$ cat src/rtl/cmos_spi_master.sv
// CMOS sensor SPI master: serialises one 26-bit register command per start
// strobe (MSB first) and returns the 16-bit read-back word for read commands.
module cmos_spi_master #(
    parameter int unsigned CLK_DIV = 4,
    parameter int unsigned CMD_W   = 10,
    parameter int unsigned DATA_W  = 16
) (
    input  logic              clk_in,
    input  logic              reset,
    input  logic              start,
    input  logic [CMD_W-1:0]  command_address,
    input  logic [DATA_W-1:0] data,
    output logic              busy,
    output logic              done,
    output logic [DATA_W-1:0] rd_data,
    output logic              spi_cs_n,
    output logic              spi_sclk,
    output logic              spi_mosi,
    input  logic              spi_miso
);

    localparam int unsigned FRAME_W = CMD_W + DATA_W;
    localparam int unsigned CNT_W   = 8;
    localparam int unsigned BIT_W   = 5;

    localparam logic [CNT_W-1:0] HALF_LAST      = CNT_W'(CLK_DIV - 1);
    localparam logic [BIT_W-1:0] LAST_BIT       = BIT_W'(FRAME_W - 1);
    localparam logic [BIT_W-1:0] FIRST_DATA_BIT = BIT_W'(CMD_W);

    typedef enum logic [2:0] {
        S_IDLE,
        S_SETUP,
        S_SHIFT,
        S_HOLD,
        S_GAP,
        S_DONE
    } state_e;

    state_e              state_q, state_d;
    logic [CNT_W-1:0]    cnt_q, cnt_d;
    logic [BIT_W-1:0]    bit_cnt_q, bit_cnt_d;
    logic [FRAME_W-1:0]  shreg_q, shreg_d;
    logic                rd_flag_q, rd_flag_d;
    logic [DATA_W-1:0]   capture_q, capture_d;
    logic [DATA_W-1:0]   rd_data_q, rd_data_d;
    logic                busy_q, busy_d;
    logic                done_q, done_d;
    logic                cs_n_q, cs_n_d;
    logic                sclk_q, sclk_d;
    logic                mosi_q, mosi_d;

    logic                half_end;
    logic [BIT_W-1:0]    next_bit;

    assign half_end = (cnt_q == HALF_LAST);
    assign next_bit = bit_cnt_q + BIT_W'(1);

    // Next-state and output logic; every phase lasts CLK_DIV cycles.
    always_comb begin
        state_d   = state_q;
        cnt_d     = cnt_q;
        bit_cnt_d = bit_cnt_q;
        shreg_d   = shreg_q;
        rd_flag_d = rd_flag_q;
        capture_d = capture_q;
        rd_data_d = rd_data_q;
        busy_d    = busy_q;
        done_d    = 1'b0;
        cs_n_d    = cs_n_q;
        sclk_d    = sclk_q;
        mosi_d    = mosi_q;

        if (state_q inside {S_SETUP, S_SHIFT, S_HOLD, S_GAP}) begin
            cnt_d = half_end ? '0 : cnt_q + CNT_W'(1);
        end

        case (state_q)
            S_IDLE: begin
                if (start) begin
                    state_d   = S_SETUP;
                    busy_d    = 1'b1;
                    cs_n_d    = 1'b0;
                    cnt_d     = '0;
                    bit_cnt_d = '0;
                    capture_d = '0;
                    rd_flag_d = ~command_address[0];
                    // Read frames carry zeros in the data field.
                    shreg_d   = {command_address,
                                 (command_address[0] ? data : {DATA_W{1'b0}})};
                    mosi_d    = command_address[CMD_W-1];
                end
            end
            S_SETUP: begin
                if (half_end) begin
                    state_d = S_SHIFT;
                    sclk_d  = 1'b1;
                end
            end
            S_SHIFT: begin
                if (half_end) begin
                    if (sclk_q) begin
                        sclk_d  = 1'b0;
                        shreg_d = {shreg_q[FRAME_W-2:0], 1'b0};
                        mosi_d  = shreg_q[FRAME_W-2];
                    end else if (bit_cnt_q == LAST_BIT) begin
                        state_d = S_HOLD;
                        mosi_d  = 1'b0;
                    end else begin
                        sclk_d    = 1'b1;
                        bit_cnt_d = next_bit;
                        if (rd_flag_q && (next_bit >= FIRST_DATA_BIT)) begin
                            capture_d = {capture_q[DATA_W-2:0], spi_miso};
                        end
                    end
                end
            end
            S_HOLD: begin
                if (half_end) begin
                    state_d = S_GAP;
                    cs_n_d  = 1'b1;
                end
            end
            S_GAP: begin
                if (half_end) begin
                    state_d = S_DONE;
                    done_d  = 1'b1;
                    busy_d  = 1'b0;
                    if (rd_flag_q) begin
                        rd_data_d = capture_q;
                    end
                end
            end
            S_DONE: begin
                state_d = S_IDLE;
            end
            default: begin
                state_d = S_IDLE;
            end
        endcase
    end

    always_ff @(posedge clk_in) begin
        if (!reset) begin
            state_q   <= S_IDLE;
            cnt_q     <= '0;
            bit_cnt_q <= '0;
            shreg_q   <= '0;
            rd_flag_q <= 1'b0;
            capture_q <= '0;
            rd_data_q <= '0;
            busy_q    <= 1'b0;
            done_q    <= 1'b0;
            cs_n_q    <= 1'b1;
            sclk_q    <= 1'b0;
            mosi_q    <= 1'b0;
        end else begin
            state_q   <= state_d;
            cnt_q     <= cnt_d;
            bit_cnt_q <= bit_cnt_d;
            shreg_q   <= shreg_d;
            rd_flag_q <= rd_flag_d;
            capture_q <= capture_d;
            rd_data_q <= rd_data_d;
            busy_q    <= busy_d;
            done_q    <= done_d;
            cs_n_q    <= cs_n_d;
            sclk_q    <= sclk_d;
            mosi_q    <= mosi_d;
        end
    end

    assign busy     = busy_q;
    assign done     = done_q;
    assign rd_data  = rd_data_q;
    assign spi_cs_n = cs_n_q;
    assign spi_sclk = sclk_q;
    assign spi_mosi = mosi_q;

endmodule
$ cat config.mk
export PLATFORM = sky130hd
export DESIGN_NAME = cmos_spi_master
export DESIGN_NICKNAME = d
export VERILOG_FILES = /design/src/rtl/cmos_spi_master.sv
export SDC_FILE = /design/constraint.sdc
export NUM_CORES = 1
export LEC_CHECK = 0
export BUFFER_PORTS_ARGS = -buffer_cell sky130_fd_sc_hd__buf_2
export CORE_MARGIN = 3
export CORE_UTILIZATION = 55
export DETAILED_ROUTE_END_ITERATION = 7
export PLACE_DENSITY = 0.82
export SLEW_MARGIN = 15
export SYNTH_ARGS = -nofsm -noshare
export SYNTH_HDL_FRONTEND = slang
export SYNTH_SLANG_ARGS = --single-unit
$ cat constraint.sdc
create_clock -name clk_in -period 3 [get_ports clk_in]
set_input_delay 0.6 -clock clk_in [delete_from_list [all_inputs] [get_ports clk_in]]
set_output_delay 0.6 -clock clk_in [all_outputs]
set_load 0.01 [all_outputs]
**Yosys cells after proc, flatten, opt, wreduce, memory -nomap -nowiden**

Index checks and enable logic that the tools add are counted.

- Bits in registers: 79
- Bits of input ports: 30
- Output and inout bits: 21
- Logic and storage cells: 95

- Add/subtract/negate cells: 2
- $lt $le $gt $ge: 1
- Eq/ne operators: 17
- Multiplexer cells: 44
- Bitwise operators: 1
- Reductions and logical operators: 18

Operators with widths:

| operator | count |
|---|---|
| $mux W16 | 6 |
| $mux W25 | 3 |
| $pmux W25 S2 | 1 |
| $mux W8 | 4 |
| $pmux W16 S2 | 1 |
| $mux W3 | 7 |
| $mux W5 | 4 |
| $ne A2 B2 Y1 const B | 8 |
| $pmux W3 S5 | 1 |
| $mux W1 | 12 |
| $reduce_and A3 Y1 | 4 |
| $pmux W5 S2 | 1 |
| $add A8 B1 Y8 const B | 1 |
| $eq A8 B2 Y1 const B | 1 |
| $pmux W1 S2 | 4 |
| $reduce_and A4 Y1 | 2 |
| $reduce_bool A2 Y1 | 4 |
| $reduce_and A7 Y1 | 1 |
| $eq A3 B2 Y1 const B | 2 |
| $reduce_and A6 Y1 | 1 |
| $add A5 B1 Y5 const B | 1 |
| $eq A5 B5 Y1 const B | 1 |
| $ge A5 B4 Y1 const B | 1 |
| $reduce_and A5 Y1 | 1 |
| other kinds (9) | 11 |

**Logic depth before layout (Yosys ltp)**

Gate-level depths: netlist of run 1.

- Word-level depth: 8
- Mapped depth: 9
- Depth with buffers taken out: 7

**Worst setup path after synthesis of run 1**

OpenSTA, ideal clock, no wires.

- Path type: register -> register
- Start: register cnt_q[0]
- End: register bit_cnt_q[2]
- Library setup time: 70 ps
- Arrival: 1,968 ps
- Required time: 2,930 ps
- Slack: 961 ps
- Stages on the path, launching flop included: 7
- Path buffers: 0
- Period minus slack after synthesis: 2,039 ps
- Cells stage by stage: dfxtp_1 > ha_1 > or4b_4 > o31ai_4 > nand3_2 > or3b_1 > a21boi_1

- Longest elaborated chain between the ends: 3

Ends and longest elaborated chain:

| what | RTL line | source |
|---|---|---|
| start: declaration | 40 | `logic [CNT_W-1:0] cnt_q, cnt_d;` |
| start signal: assignment | 158 | `cnt_q <= cnt_d;` |
| $eq A8 B2 Y1 | 55 | `assign half_end = (cnt_q == HALF_LAST);` |
| $ne A2 B2 Y1 (no line) | n/a |  |
| $reduce_and A5 Y1 (no line) | n/a |  |
| end signal: assignment | 159 | `bit_cnt_q <= bit_cnt_d;` |
| end: declaration | 41 | `logic [BIT_W-1:0] bit_cnt_q, bit_cnt_d;` |

No other way between the ends.
A chain may end at the register's enable or synchronous reset.

**Worst setup path after layout of run 1**

- Start: register state_q[1]
- End: register capture_q[7]

- Longest elaborated chain between the ends: 3
- Elaborated cells between the ends (all ways): 10
- Classes of those cells: eq/ne (6); mux (1); reduce/logical (3)

Ends and longest elaborated chain:

| what | RTL line | source |
|---|---|---|
| start: declaration | 39 | `state_e state_q, state_d;` |
| start signal: assignment | 157 | `state_q <= state_d;` |
| $eq A3 B2 Y1 or $logic_not A3 Y1 (tied branches) | 77 | `case (state_q)` |
| $ne A2 B1 Y1 (no line), or another cell as far along | n/a |  |
| $reduce_and A6 Y1 (no line) | n/a |  |
| end signal: assignment | 162 | `capture_q <= capture_d;` |
| end: declaration | 44 | `logic [DATA_W-1:0] capture_q, capture_d;` |

Parallel ways exist; a longest one is shown, timed or not.

==> results of run 1 <==
==> cells in the final DEF, fill, tap and decap left out, drive strengths merged, types with 2 or more instances in the layout <==
| cell | Yosys | layout |
|---|---|---|
| o31ai | 3 | 3 |
| nor3b | 2 | 2 |
| mux2i | 17 | 17 |
| clkinvlp | 0 | 3 |
| buf | 10 | 57 |
| o31a | 2 | 2 |
| or3b | 2 | 2 |
| nand3 | 62 | 62 |
| nor4b | 2 | 2 |
| and2 | 6 | 6 |
| or4b | 2 | 2 |
| nor2b | 16 | 16 |
| xor2 | 4 | 4 |
| clkinv | 0 | 3 |
| xnor2 | 6 | 6 |
| nor2 | 13 | 13 |
| a21boi | 4 | 4 |
| o21ai | 23 | 23 |
| inv | 3 | 3 |
| ha | 3 | 3 |
| a21oi | 6 | 6 |
| nor3 | 4 | 4 |
| or3 | 3 | 3 |
| nand2b | 2 | 2 |
| and3b | 2 | 2 |
| o21a | 2 | 2 |
| o211a | 25 | 25 |
| nand4 | 4 | 4 |
| dfxtp | 79 | 79 |
| nand2 | 63 | 63 |
| clkbuf | 19 | 10 |
==> sequential cells by signal (all words and copies together) (netlist names) <==
register / flops
shreg_q: 25
capture_q: 16
rd_data: 16
cnt_q: 8
bit_cnt_q: 5
state_q: 3
busy: 1
done: 1
rd_flag_q: 1
spi_cs_n: 1
spi_mosi: 1
spi_sclk: 1
==> metal layers <==
layer	vias up	global-route usage	part of all wire
met3	4	0.0542	0.043
met1	1383	0.251	0.45
li1	1506	-	-
met2	56	0.350	0.50
met4	0	0.0467	0.0071
met5	-	0	0
==> worst max path at each step <==
stage	startpoint	to	slack [ns]
6_report	state_q[1]	capture_q[7]	0.59
5_1_grt	state_q[1]	capture_q[9]	0.26
4_1_cts	cnt_q[0]	rd_data[14]	0.63
3_5_place_dp	cnt_q[0]	rd_data[14]	0.65
3_3_place_gp	state_q[1]	capture_q[9]	0.75
2_1_floorplan	cnt_q[0]	bit_cnt_q[2]	0.96
==> power groups by stage <==
| stage | combinational, W | sequential, W | clock (W) |
|---|---|---|---|
| global placement | 0.000134 | 0.00113 | 0 |
| finish | 0.000138 | 0.00110 | 0.000671 |
| global route | 0.000156 | 0.00111 | 0.000730 |
| floorplan | 0.0000986 | 0.00112 | 0 |
| detailed placement | 0.000139 | 0.00113 | 0 |
| CTS | 0.000139 | 0.00110 | 0.000686 |
==> through the flow <==
step	instance area, µm²	utilization
after floorplan	3540	-
after global placement	3820	0.630
after detailed placement	3820	0.630
after CTS	3990	0.658
after global routing	3990	0.658
final	3990	0.658
==> final cells by class <==
cell class | instances | share of cell area
inverter | 3 | 0.00282
multi-input combinational | 292 | 0.460
timing repair buffer | 57 | 0.0760
clock inverter | 6 | 0.00942
tap | 75 | 0.0235
sequential | 79 | 0.397
clock buffer | 10 | 0.0320
==> worst register-to-register path, delay by kind of cell (launching register included) <==
family	cells	cell delay, ns
AOI/OAI and AO/OA	2	1.01
and+or+nand+nor	3	0.83
DFF	1	0.53
==> cells by family after synthesis <==
kind of cell / after synthesis / share of synthesized area
AO/OA/AOI/OAI: 73 / 0.158
AND/OR/NAND/NOR: 189 / 0.274
flip-flops: 79 / 0.447
buffers and inverters: 32 / 0.0368
XOR/XNOR: 10 / 0.0248
adder cells (fa/ha/maj): 3 / 0.0106
multiplexers: 17 / 0.0481
==> flow_summary.ini, run 1 <==
[worst_hold_path]
hold_start = capture_q[1]
hp-class = flop to flop
hold_depth = 2
whs_endpoint = capture_q[2]

[timing]
hold_viol_final = 0
tightestPinTransition_ns = 1.03
layout_setup_ws_ns = 0.586
grt_setup_unrepaired = false
setup_violations = 0
fmax_mhz = 414
slew_headroom = 0.317
whs_ns = 0.466
tns_ns = 0
clock_skew_ns = 0.00597
fin_crit_ns = 2.41
maxSlewViolCount = 0
post-route-period-util = 0.805

[clock_tree]
post_cts_resized = 0
clock_path_buffers = 2
htree_levels = 3
clk-insertion-delay-late_ns = 0.34
cts_made_buffers = 9
cts.clk_slew.worst_paths_ns = 0.08
cts_hold_buf = 0
post_cts_buffers = 0
ctsRootBufferMaster = clkbuf_8
cts.sinks = 79
cts_tree = built

[synth]
ys_seq_area_frac = 0.447
dominantRegCellSynth = dfxtp_1
synthTopCellsByArea = dfxtp_1 45%, nand3_1 8.5%, o211a_1 7.1%, nand2_1 6.7%, mux2i_1 4.8%
avgSynthCellArea_um2 = 8.77
synthesis.instances = 403
synthesis.area_um2 = 3540
synth.most_common_cell = dfxtp_1
synth_top_area_frac = 0.447
yosys_warnings = 0
synth-async-reset-ratio = 0
synth_largest_area_cell = dfxtp_1
synth_enable_flop_cells = 0
synth.top_cells.by_count = 79 x dfxtp_1, 63 x nand2_1, 60 x nand3_1, 25 x o211a_1, 23 x o21ai_0
ys_ff_latch = 79
ys_types = 50
synth_fp_nets = 436

[critical_path]
r2r_slack_ns = 0.59
crit_chain = nor3b_2, nand2_1, o22ai_1, o21ai_0, nand2_1
path_delay_family = compound AO/OA/AOI/OAI gates
timing.rr.end = capture_q[7]
critPathBufInv = 0
required_ns = 3.28
worst_setup_path_end_kind = flop
crit_path_frequent_cell = nand2_1
r2r_cells = 5
cp-start-kind = flop
critPathKind = flop to flop
cp_num_cells = 5
arrival_ns = 2.69
r2r_start = state_q[1]
cpMaxStageDelayCell = o22ai_1
path_max_fanout = 16
slowest_delay_ns = 0.80

[grt]
grt_first_pass_wirelength_mm = 12.2
grt_pass1_vias = 2735
antenna_found_initial = 0
track_usage = 0.202
grt-ovfl-total = 0
grt_max_degree = 50

[place]
dpl.cell_count = 506
portBuffers = 50
place_congestion = 0.786
place_ws_ns = 0.653
dp_hpwl_mm = 4.89

[floorplan]
ios = 51
die_h_um = 86.2
die_area_um2 = 7430
rows = 28
core_area_um2 = 6060
die-width_um = 86.2
start_util = 0.583

[layout]
fin_cells = 522
layout-area-overhead-vs-synth_pct = 12.7
nNetsFinal = 475
multiInputGateArea_um2 = 1830
n_antenna_cell = 0
fillers = 502
drive_gt1_frac = 0.179
sequential_cell_area_um2 = 1580

[detailed_routing]
antenna_left = 0
vias_per_cell = 5.65
vias = 2949
drt-initial-drc-count = 187
drt_first_pass_iters = 4
wire_per_inst_um = 13.7
drt_drc_violations_left = 0
wirelength_mm = 7.15

[power_and_ir_drop]
peakVddDrop_uv = 369
power.density_nw_per_um2 = 480
p_switching_w = 0.000470
clockPowerShare = 0.351
p_seq_frac = 0.577
switching_share = 0.246
p_int_w = 0.00144
power_leakage_nw = 1.97
total_power_w = 0.00191
comb_power_share = 0.072

[run_status]
outcome = finished, final reports clean

[flow_run]
maxCapViolCount = 0
Power figures use the tool's default switching activity.
==> run 2, diff against run 1 <==
Settings changed: CORE_UTILIZATION 55 to 51, PLACE_DENSITY 0.82 to 0.8.
Clock period 3 ns to 2.1 ns, I/O delays scaled along.
==> run 2 against run 1 <==
The flow now finishes with violations (negative setup slack). Routed wire length increased by 12%. Maximum frequency increased by 14%. Global-route usage about the same. Worst setup slack got worse by 0.60 ns. Die area increased by 7.3%. Register-to-register slack got worse by 0.60 ns. Final area increased by 6.2%. Sequential cell count unchanged. Critical path type unchanged. Largest power group unchanged.
==> flow_summary.ini, run 2 (synthesized netlist as in run 1, its figures left out) <==
[detailed_routing]
wire_per_inst_um = 14.9
vias_per_cell = 5.70
drt-initial-drc-count = 245
wirelength_mm = 8.01
drt_first_pass_iters = 4
vias = 3064
drt_drc_violations_left = 0
antenna_left = 0

[critical_path]
worst_setup_path_end_kind = flop
path_max_fanout = 4
r2r_cells = 7
cp-start-kind = flop
path_delay_family = simple AND/OR/NAND/NOR gates
timing.rr.end = bit_cnt_q[4]
critPathKind = flop to flop
r2r_start = cnt_q[0]
slowest_delay_ns = 0.50
r2r_slack_ns = -0.02
arrival_ns = 2.41
crit_chain = ha_4, or4b_4, o31ai_4, nand3_2, buf_4, o31ai_1, and2_1
critPathBufInv = 1
cpMaxStageDelayCell = or4b_4
required_ns = 2.39

[layout]
fin_cells = 538
n_antenna_cell = 0
fillers = 540
largest_reg_flops = 25
layout_common_cells = 77 x dfxtp_1, 63 x nand2_1, 60 x nand3_1, 50 x buf_2, 25 x o211a_1
drive_gt1_frac = 0.223
layout_commonest_cell = dfxtp_1
top_register = shreg_q
nNetsFinal = 489
layout-area-overhead-vs-synth_pct = 19.7

[grt]
busiest_layer = met2
grt_first_pass_wirelength_mm = 12.5
track_usage = 0.202
grt_max_degree = 56
grt-ovfl-total = 0
antenna_found_initial = 0
grtUsageMet2 = 0.315
grt.met1_usage = 0.266
met3_usage = 0.0406
grt_pass1_vias = 2678

[clock_tree]
htree_levels = 3
ctsRootBufferMaster = clkbuf_8
clock_path_buffers = 2
clk-insertion-delay-late_ns = 0.36
cts_made_buffers = 9
cts.sinks = 79
cts_tree = built
cts.clk_slew.worst_paths_ns = 0.09

[floorplan]
die_h_um = 89.3
start_util = 0.541
die-width_um = 89.3
ios = 51
core_area_um2 = 6530
rows = 29
die_area_um2 = 7970

[timing]
slew_headroom = 0.650
whs_ns = 0.286
tightestPinTransition_ns = 0.518
hold_viol_final = 0
post-route-period-util = 1.01
setup_violations = 1
fin_crit_ns = 2.12
clock_skew_ns = 0.0120
fmax_mhz = 472
layout_setup_ws_ns = -0.0165
maxSlewViolCount = 0

[place]
portBuffers = 50
place_congestion = 0.838
dpl.cell_count = 517
dp_hpwl_mm = 4.99

[power_and_ir_drop]
power_leakage_nw = 2.09
peakVddDrop_uv = 466
power.density_nw_per_um2 = 708

[worst_hold_path]
whs_endpoint = capture_q[0]
hold_depth = 3
hp-class = input port to flop
hold_start = spi_miso

[flow_run]
maxCapViolCount = 0

[run_status]
violations = negative setup slack
outcome = finished, violations left
## run 2: per-layer routing
layer / routed length (µm) / vias up
met5: 0 / -
met4: 178 / 0
met3: 435 / 16
met2: 3860 / 91
met1: 3530 / 1417
li1: - / 1540
## run 2: report_power, final
| group | internal (W) | leakage (nW) | switching, W |
|---|---|---|---|
| clock | 0.000576 | 0.104 | 0.000624 |
| combinational | 0.000109 | 1.34 | 0.000112 |
| sequential | 0.00154 | 0.644 | 0.0000285 |
| total | 0.00223 | 2.09 | 0.000765 |
## run 2: repair_timing
action,4_1_cts,5_1_grt
resized for setup,2,11
cloned,0,0
endpoints found under the setup margin,10,53
pin swaps,1,2
hold buffers,0,0
setup buffers,0,5
## run 2: area by class of cell
class / instances / area, µm² / area share
multi-input combinational: 292 / 1880 / 0.444
sequential: 79 / 1590 / 0.375
timing repair buffer: 71 / 449 / 0.106
clock buffer: 9 / 124 / 0.0293
tap: 77 / 96.3 / 0.0228
clock inverter: 7 / 86.3 / 0.0204
inverter: 3 / 11.3 / 0.00266
## run 2: stage by stage
stage               cell area [µm²]  power (W)   util   TNS, ns  setup WS, ns
detailed placement             3930    0.00182  0.602  -0.00305      -0.00305
CTS                            4150    0.00300  0.635         0       0.00892
global route                   4230    0.00312  0.648    -0.127       -0.0466
finish                         4230    0.00299  0.648   -0.0165       -0.0165
global placement               3930    0.00181  0.602         0        0.0707
floorplan                      3540    0.00174      -         0        0.0615
## run 2: worst min-delay path: stages
cell and delay (ns):
buf_2 0.08, nand3_1 0.06, nand2_1 0.05
## run 2: how the worst max path moves through the flow
stage | depth (start not counted) | from | slack [ns] | end
after floorplan | 6 | cnt_q[0] | 0.06 | bit_cnt_q[2]
after global placement | 6 | cnt_q[0] | 0.07 | bit_cnt_q[2]
after detailed placement | 6 | cnt_q[0] | -0.003 | capture_q[8]
after CTS | 6 | cnt_q[0] | 0.009 | bit_cnt_q[2]
after global routing | 7 | cnt_q[0] | -0.05 | bit_cnt_q[4]
final | 7 | cnt_q[0] | -0.02 | bit_cnt_q[4]
